<file path="src/rtl/score_keeper.sv">
// Two-player score keeper: edge-detected point inputs, saturating scores, PLAY/OVER FSM
// and a free-running digit-select refresh for a two-digit seven-segment display.
module score_keeper #(
  parameter int REFRESH_DIV = 100000,
  parameter int WIN_SCORE   = 9
) (
  input  logic       clk,
  input  logic       rst,
  input  logic       point_p0,
  input  logic       point_p1,
  input  logic       new_game,
  output logic [3:0] num_0,
  output logic [3:0] num_1,
  output logic       count,
  output logic       game_over,
  output logic [1:0] winner
);

  typedef enum logic {PLAY, OVER} state_t;

  localparam logic [3:0]  WIN          = 4'(WIN_SCORE);
  localparam logic [19:0] REFRESH_LAST = 20'(REFRESH_DIV - 1);

  state_t      state;
  logic        prev_0;
  logic        prev_1;
  logic [19:0] refresh_cnt;
  logic        hit_0;
  logic        hit_1;
  logic [3:0]  next_0;
  logic [3:0]  next_1;
  logic        reach_0;
  logic        reach_1;

  // Increment only on an event and never past the winning score.
  function automatic logic [3:0] sat_inc(input logic [3:0] num, input logic hit);
    if (hit && (num < WIN))
      return num + 4'd1;
    return num;
  endfunction

  always_comb begin
    hit_0   = point_p0 & ~prev_0;
    hit_1   = point_p1 & ~prev_1;
    next_0  = sat_inc(num_0, hit_0);
    next_1  = sat_inc(num_1, hit_1);
    reach_0 = (next_0 == WIN);
    reach_1 = (next_1 == WIN);
  end

  always_ff @(posedge clk or posedge rst) begin
    if (rst) begin
      state       <= PLAY;
      prev_0      <= 1'b1;
      prev_1      <= 1'b1;
      refresh_cnt <= '0;
      count       <= 1'b0;
      num_0       <= '0;
      num_1       <= '0;
      game_over   <= 1'b0;
      winner      <= 2'b00;
    end else begin
      prev_0 <= point_p0;
      prev_1 <= point_p1;

      // Display refresh runs independently of the game state.
      if (refresh_cnt == REFRESH_LAST) begin
        refresh_cnt <= '0;
        count       <= ~count;
      end else begin
        refresh_cnt <= refresh_cnt + 20'd1;
      end

      if (new_game) begin
        state     <= PLAY;
        num_0     <= '0;
        num_1     <= '0;
        game_over <= 1'b0;
        winner    <= 2'b00;
      end else begin
        case (state)
          PLAY: begin
            num_0 <= next_0;
            num_1 <= next_1;
            if (reach_0 || reach_1) begin
              state     <= OVER;
              game_over <= 1'b1;
              winner    <= {reach_1, reach_0};
            end
          end
          OVER: begin
            state <= OVER;
          end
          default: state <= PLAY;
        endcase
      end
    end
  end

endmodule
</file>
<file path="config.mk">
export PLATFORM = sky130hd
export DESIGN_NAME = score_keeper
export DESIGN_NICKNAME = d
export VERILOG_FILES = /design/src/rtl/score_keeper.sv
export SDC_FILE = /design/constraint.sdc
export NUM_CORES = 1
export LEC_CHECK = 0
export BUFFER_PORTS_ARGS = -buffer_cell sky130_fd_sc_hd__buf_2
export CORE_ASPECT_RATIO = 1.4
export CORE_MARGIN = 2
export CORE_UTILIZATION = 30
export CTS_CLUSTER_SIZE = 24
export DETAILED_ROUTE_END_ITERATION = 8
export PLACE_DENSITY = 0.56
export SKIP_LAST_GASP = 1
export SLEW_MARGIN = 40
export SYNTH_ARGS = -nofsm -noshare
export SYNTH_HDL_FRONTEND = slang
export SYNTH_SLANG_ARGS = --single-unit
</file>
<file path="constraint.sdc">
create_clock -name clk -period 1.92 [get_ports clk]
set_clock_uncertainty 0.1 [all_clocks]
set_input_delay 0.48 -clock clk [delete_from_list [all_inputs] [get_ports clk]]
set_output_delay 0.48 -clock clk [all_outputs]
set_load 0.02 [all_outputs]
</file>
==> metrics.cfg, run 1 <==
[outcome]
status=complete, no violations

[sta]
rsz0062_at_grt=true
setup_ws_ns=0.0983
post-route-min-period_ns=1.82
fin_crit_sh_pct=94.9
setup_violations=0
tns_ns=0
tightest_slew_ns=0.442
final_hold_viol_count=0
maxSlewHeadroom_pct=70.6
report.final.slew_viol_count=0
holdWs_ns=0.170
max_freq_mhz=549

[drt]
drt-total-wl_um=3300
antenna_left=0
drt_pre_antenna_iters=3
drt_iter0_drc=31
drc=0
vias=1261
via_per_inst=4.71
wl_per_cell_um=12.3

[pwr]
cellLeakagePower_nw=1.01
ir_drop_v=0.000298
p_int_mw=1.30
power.net_switching_uw=348
pwr-share-seq_pct=45.7
power_density_mw_per_mm2=772
p_sw_share_pct=21.1
clockPowerShare_pct=48.7
combPwrFrac_pct=5.6
total_power_mw=1.65

[floorplanning]
die_height_um=94.4
row_count=32
io_pins=17
core_mm2=0.00557
dieArea_mm2=0.00647
initial_core_util_pct=31.4
die_w_um=68.5

[clocking]
insertion_delay_ns=0.30
cts_tree=built
cts_hold_buf=0
numClockSinks=35
cts.clk_slew.worst_paths_ns=0.08
h-tree-depth=2
clk_path_buf_depth=2
cts-root-buf=clkbuf_8
cts_buffers=5

[synthesis]
ys_warn_count=0
syn_area_mm2=0.00175
syn_area_per_cell_um2=10.4
ys_ff_latch=35
synthDistinctLibCells=42
synth_xor_xnor_area_share_pct=10.5
yosys-top-cells-area=dfrtp_1 (47%), xnor2_1 (6.0%), xor2_1 (4.5%), nor2_1 (4.3%), ha_1 (3.6%)
synth-edff-count=0
netlist_instances=168
synth.net_count=178
synth_async_sr_flop_share_pct=100
synthSimpleGateAreaFrac_pct=24.2
synth_fa_ha_area_share_pct=3.58
ys_seq_area_share_pct=50.2
synth_top_area_cell=dfrtp_1
synth_top_family_by_area=simple AND/OR/NAND/NOR gates
ys.flop_type=dfrtp_1
yosysTopAreaCellShare_pct=47.2
synth.mux.area_fraction_pct=1.22
synth_compound_area_share_pct=6.58

[worst_setup_path]
crit_required_ns=2.00
worstReg2RegStart=num_1[1]$_DFFE_PP0P_
crit_path_max_fanout=4
cp-end-kind=register
worstRegToRegCells=7
r2r_setup_slack_ns=0.1
critPathKind=register to register
worstSetupStartpointType=register
worstPathArrival_ns=1.90
r2r_end=winner[0]$_DFFE_PP0P_

[layout]
drive_above_1_share_pct=25.0
fin_cells=268
diodes=0
layout.nets=209
fillCellCount=559
fin_util_pct=38.3
areaGrowthSynthToFinish_pct=22.0
stdcell_area_mm2=0.00213

[global_route]
grt_pass1_vias=1296
grt_overflow=0
grt_pass1_wl_um=5600
grtUsageTotal_pct=11.9
grt_antenna_before_repair=0
grt_start_max_net_pins=36

[placed_design]
post_dp_cell_area_mm2=0.00198
pre_cts_ws_ns=0.0445
port_buffers=16
dpl.hpwl_um=2410
gp_congestion=0.752
dpl.cell_count=260

[min_path]
min_path_type=primary input to async pin

[run]
cap_violations=0

power by group through the flow:
stage | clock network (mW) | registers [mW] | logic (mW)
floorplan | 0 | 0.774 | 0.0509
global placement | 0 | 0.766 | 0.0908
CTS | 0.831 | 0.752 | 0.0925
global route | 0.854 | 0.754 | 0.108
finish | 0.802 | 0.752 | 0.0928
detailed placement | 0 | 0.767 | 0.0923
cells in the mapped netlist, drive strengths merged (2+ instances only):
cell and number:
nor3b 2, or3 2, inv 12, dfrtp 33, and4 2, o21ai 3
nand4 5, nor2 20, or4 3, xor2 9, dfstp 2, nor3 3
nor2b 4, a31oi 2, xnor2 12, a21oi 9, and3 3, ha 5
nand2b 4, clkbuf 2, nand2 10, nand3 7
flip-flops by register name, indices dropped and copies added, names as in the netlist:
| register | cells |
|---|---|
| count | 1 |
| num_1 | 4 |
| state | 1 |
| prev_1 | 1 |
| prev_0 | 1 |
| refresh_cnt | 20 |
| num_0 | 4 |
| winner | 2 |
| game_over | 1 |
metal layers:
layer	global-route usage, %	routed length, um	vias to the layer above
met2	21.2	1770	12
li1	-	-	632
met4	7.00	89	0
met1	11.5	1330	609
met3	3.58	105	8
met5	0	0	-
worst max-delay path by stage:
| stage | start | end | slack (ns) | cells after the start |
|---|---|---|---|---|
| 2_1_floorplan | num_0[0]$_DFFE_PP0P_ | winner[1]$_DFFE_PP0P_ | 0.03 | 6 |
| 3_3_place_gp | num_1[1]$_DFFE_PP0P_ | winner[0]$_DFFE_PP0P_ | 0.1 | 7 |
| 3_5_place_dp | num_0[0]$_DFFE_PP0P_ | winner[1]$_DFFE_PP0P_ | 0.04 | 6 |
| 4_1_cts | num_0[0]$_DFFE_PP0P_ | winner[1]$_DFFE_PP0P_ | 0.04 | 6 |
| 5_1_grt | refresh_cnt[0]$_DFF_PP0_ | refresh_cnt[18]$_DFF_PP0_ | 0.001 | 6 |
| 6_report | num_1[1]$_DFFE_PP0P_ | winner[0]$_DFFE_PP0P_ | 0.1 | 7 |
kinds of logic (layout without fill, tap and decap cells):
| logic type | count (synthesis) | in the layout |
|---|---|---|
| AO/OA/AOI/OAI | 19 | 19 |
| XOR/XNOR | 21 | 21 |
| adder cells (fa/ha/maj) | 5 | 5 |
| buffers and inverters | 15 | 47 |
| flip-flops | 35 | 35 |
| multiplexers | 2 | 2 |
| AND/OR/NAND/NOR | 71 | 71 |
placed cells by master, fill, tap and decap left out, types with 2 or more instances in the layout:
cell        n
nand2b_1    4
nor2_1     19
nor2b_1     4
nand4_1     4
dfrtp_1    32
buf_4      11
xnor2_1    12
inv_1      11
nand2_1    10
and4_1      2
bufinv_16   2
a21oi_1     9
nand3_1     6
clkbuf_8    5
or3_1       2
and3_1      3
or4_1       2
buf_2      16
xor2_1      9
o21ai_0     3
dfstp_2     2
a31oi_1     2
nor3_1      2
ha_1        3
layout make-up:
| cell class | instances | area [um2] | area share, % |
|---|---|---|---|
| tap | 68 | 85.1 | 3.99 |
| multi-input combinational | 118 | 825 | 38.7 |
| timing repair buffer | 27 | 163 | 7.62 |
| clock buffer | 5 | 68.8 | 3.23 |
| clock inverter | 3 | 67.6 | 3.17 |
| sequential | 35 | 880 | 41.2 |
| inverter | 12 | 45.0 | 2.11 |
worst max-delay path, stage by stage (launching register included):
cell	delay, ns
dfrtp_1	0.38
inv_1	0.09
ha_1	0.20
nand2b_1	0.07
a21oi_1	0.23
mux2_2	0.40
o21ai_0	0.15
a21oi_1	0.09
what timing repair did:
item | in CTS | in global routing
buffers inserted | 0 | 0
endpoints found under the setup margin | 0 | 3
resized for setup | 0 | 4
Power figures use the tool's default switching activity.
==> inputs of run 2 (changes only) <==
Settings changed: PLACE_DENSITY 0.56 to 0.54.
Clock period 1.92 ns to 2.3 ns, I/O delays scaled along.
==> metrics.cfg, run 2 (synthesized netlist as in run 1, its figures left out) <==
[layout]
layout_common_cells=dfrtp_1 (33), nor2_1 (20), buf_2 (16)
top_regs=refresh_cnt: 20 flops, num_0: 4 flops, num_1: 4 flops
areaGrowthSynthToFinish_pct=16.8
final_common_cell=dfrtp_1
layout.nets=202  ; -3.3%
largest_register_ffs=20  ; unchanged
largest_register=refresh_cnt
fin_util_pct=36.7  ; -1.6 points
fin_cells=261  ; -2.6%
drive_above_1_share_pct=20.2  ; -4.8 points
diodes=0  ; unchanged
stdcell_area_mm2=0.00204  ; -4.2%

[global_route]
grt_antenna_before_repair=0  ; unchanged
grtUsageTotal_pct=12.0  ; +0.15 points
grt_start_max_net_pins=36  ; unchanged
grt_pass1_wl_um=5840  ; +4.2%
grt_overflow=0  ; unchanged
grt_pass1_vias=1289  ; -0.54%

[outcome]
status=complete, no violations

[clocking]
cts_buffers=5  ; unchanged
clk_path_buf_depth=2  ; unchanged
postCtsSetupBuffers=0  ; unchanged
cts_hold_buf=0  ; unchanged
numClockSinks=35  ; unchanged
insertion_delay_ns=0.29  ; about the same
cts-root-buf=clkbuf_8
cts.clk_slew.worst_paths_ns=0.08  ; about the same
h-tree-depth=2  ; unchanged
cts_tree=built
cts_resized=0  ; unchanged

[worst_setup_path]
worstSetupStartpointType=register
critPathKind=register to register
worstPathArrival_ns=1.96  ; +0.06 ns
crit_path_max_fanout=6  ; +2
cp-end-kind=register
crit_required_ns=2.38  ; +0.38 ns

[pwr]
power_density_mw_per_mm2=622  ; -19%
total_power_mw=1.27  ; -23%
ir_drop_v=0.000220  ; -26%
cellLeakagePower_nw=0.973  ; -3.9%

[placed_design]
port_buffers=16  ; unchanged
dpl.hpwl_um=2330  ; -3.3%
dpl.cell_count=253  ; -2.7%
pre_cts_ws_ns=0.420  ; +0.375 ns
post_dp_cell_area_mm2=0.00193  ; -2.7%
gp_congestion=0.735  ; -2.4%

[sta]
post-route-min-period_ns=1.88  ; +0.0611 ns
maxSlewHeadroom_pct=63.6  ; -7.0 points
fin_crit_sh_pct=81.9  ; -13 points
holdWs_ns=0.267  ; +0.0969 ns
rsz0062_at_grt=false
tns_ns=0  ; unchanged
report.final.slew_viol_count=0  ; unchanged
setup_ws_ns=0.417  ; +0.319 ns
tightest_slew_ns=0.543  ; +0.102 ns
max_freq_mhz=531  ; -3.2%
setup_violations=0  ; unchanged
final_hold_viol_count=0  ; unchanged

[run]
cap_violations=0  ; unchanged

[floorplanning]
initial_core_util_pct=31.4  ; unchanged
die_height_um=94.4  ; unchanged
core_mm2=0.00557  ; unchanged
die_w_um=68.5  ; unchanged
dieArea_mm2=0.00647  ; unchanged
row_count=32  ; unchanged
io_pins=17  ; unchanged

[drt]
vias=1261  ; unchanged
antenna_left=0  ; unchanged
drt_iter0_drc=51  ; +65%
drc=0  ; unchanged
via_per_inst=4.83  ; +2.7%
drt_pre_antenna_iters=4  ; +1
drt-total-wl_um=3210  ; -2.7%
wl_per_cell_um=12.3  ; about the same

[min_path]
min_path_type=primary input to async pin

==> run 2: cell types whose count changed in the layout (fill, tap and decap cells not counted), sizes merged <==
cell / before / now
buf: 27 / 20
clkbuf: 5 / 6
bufinv: 2 / 1
clkinv: 0 / 1
clkinvlp: 1 / 0
==> run 2: area by class of cell <==
| type | count | area [um2] |
|---|---|---|
| Inverter | 12 | 45.0 |
| Clock buffer | 6 | 82.6 |
| Clock inverter | 2 | 35.0 |
| Sequential cell | 35 | 878 |
| Multi-Input combinational cell | 118 | 807 |
| Fill cell | 564 | 3520 |
| Timing Repair Buffer | 20 | 110 |
| Tap cell | 68 | 85.1 |
==> run 2: worst max-delay path, cell delays in order (launching register included) <==
cell     delay (ns)
dfrtp_1        0.43
inv_1          0.08
ha_1           0.30
or3_1          0.35
mux2i_1        0.18
nand2_1        0.10
a31o_1         0.22
==> run 2: final timing paths <==
| path | from | end | slack (ns) | cells past startpoint |
|---|---|---|---|---|
| worst max-delay path | num_0[0]$_DFFE_PP0P_ | winner[1]$_DFFE_PP0P_ | 0.42 | 6 |
| worst min-delay path | rst | refresh_cnt[2]$_DFF_PP0_ | 0.27 | 3 |
| worst max register to register | num_0[0]$_DFFE_PP0P_ | winner[1]$_DFFE_PP0P_ | 0.42 | 6 |
| worst min register to register | count$_DFFE_PP0N_ | count$_DFFE_PP0N_ | 0.36 | 1 |
| max in group asynchronous | rst | prev_0$_DFF_PP1_ | 1.48 | 3 |
| min in group clk | point_p0 | prev_0$_DFF_PP1_ | 0.30 | 1 |
==> run 2: power by group <==
group / internal [mW] / switching (mW) / leakage (nW)
logic: 0.0242 / 0.0422 / 0.446
registers: 0.623 / 0.00771 / 0.466
clock network: 0.351 / 0.223 / 0.0612
==> run 2: metal layers <==
metal	vias to the layer above	global-route usage (%)	wire [um]
met5	-	0	0
met4	0	4.50	36
met3	4	3.58	95
met2	15	20.1	1680
met1	622	14.2	1400
li1	620	-	-
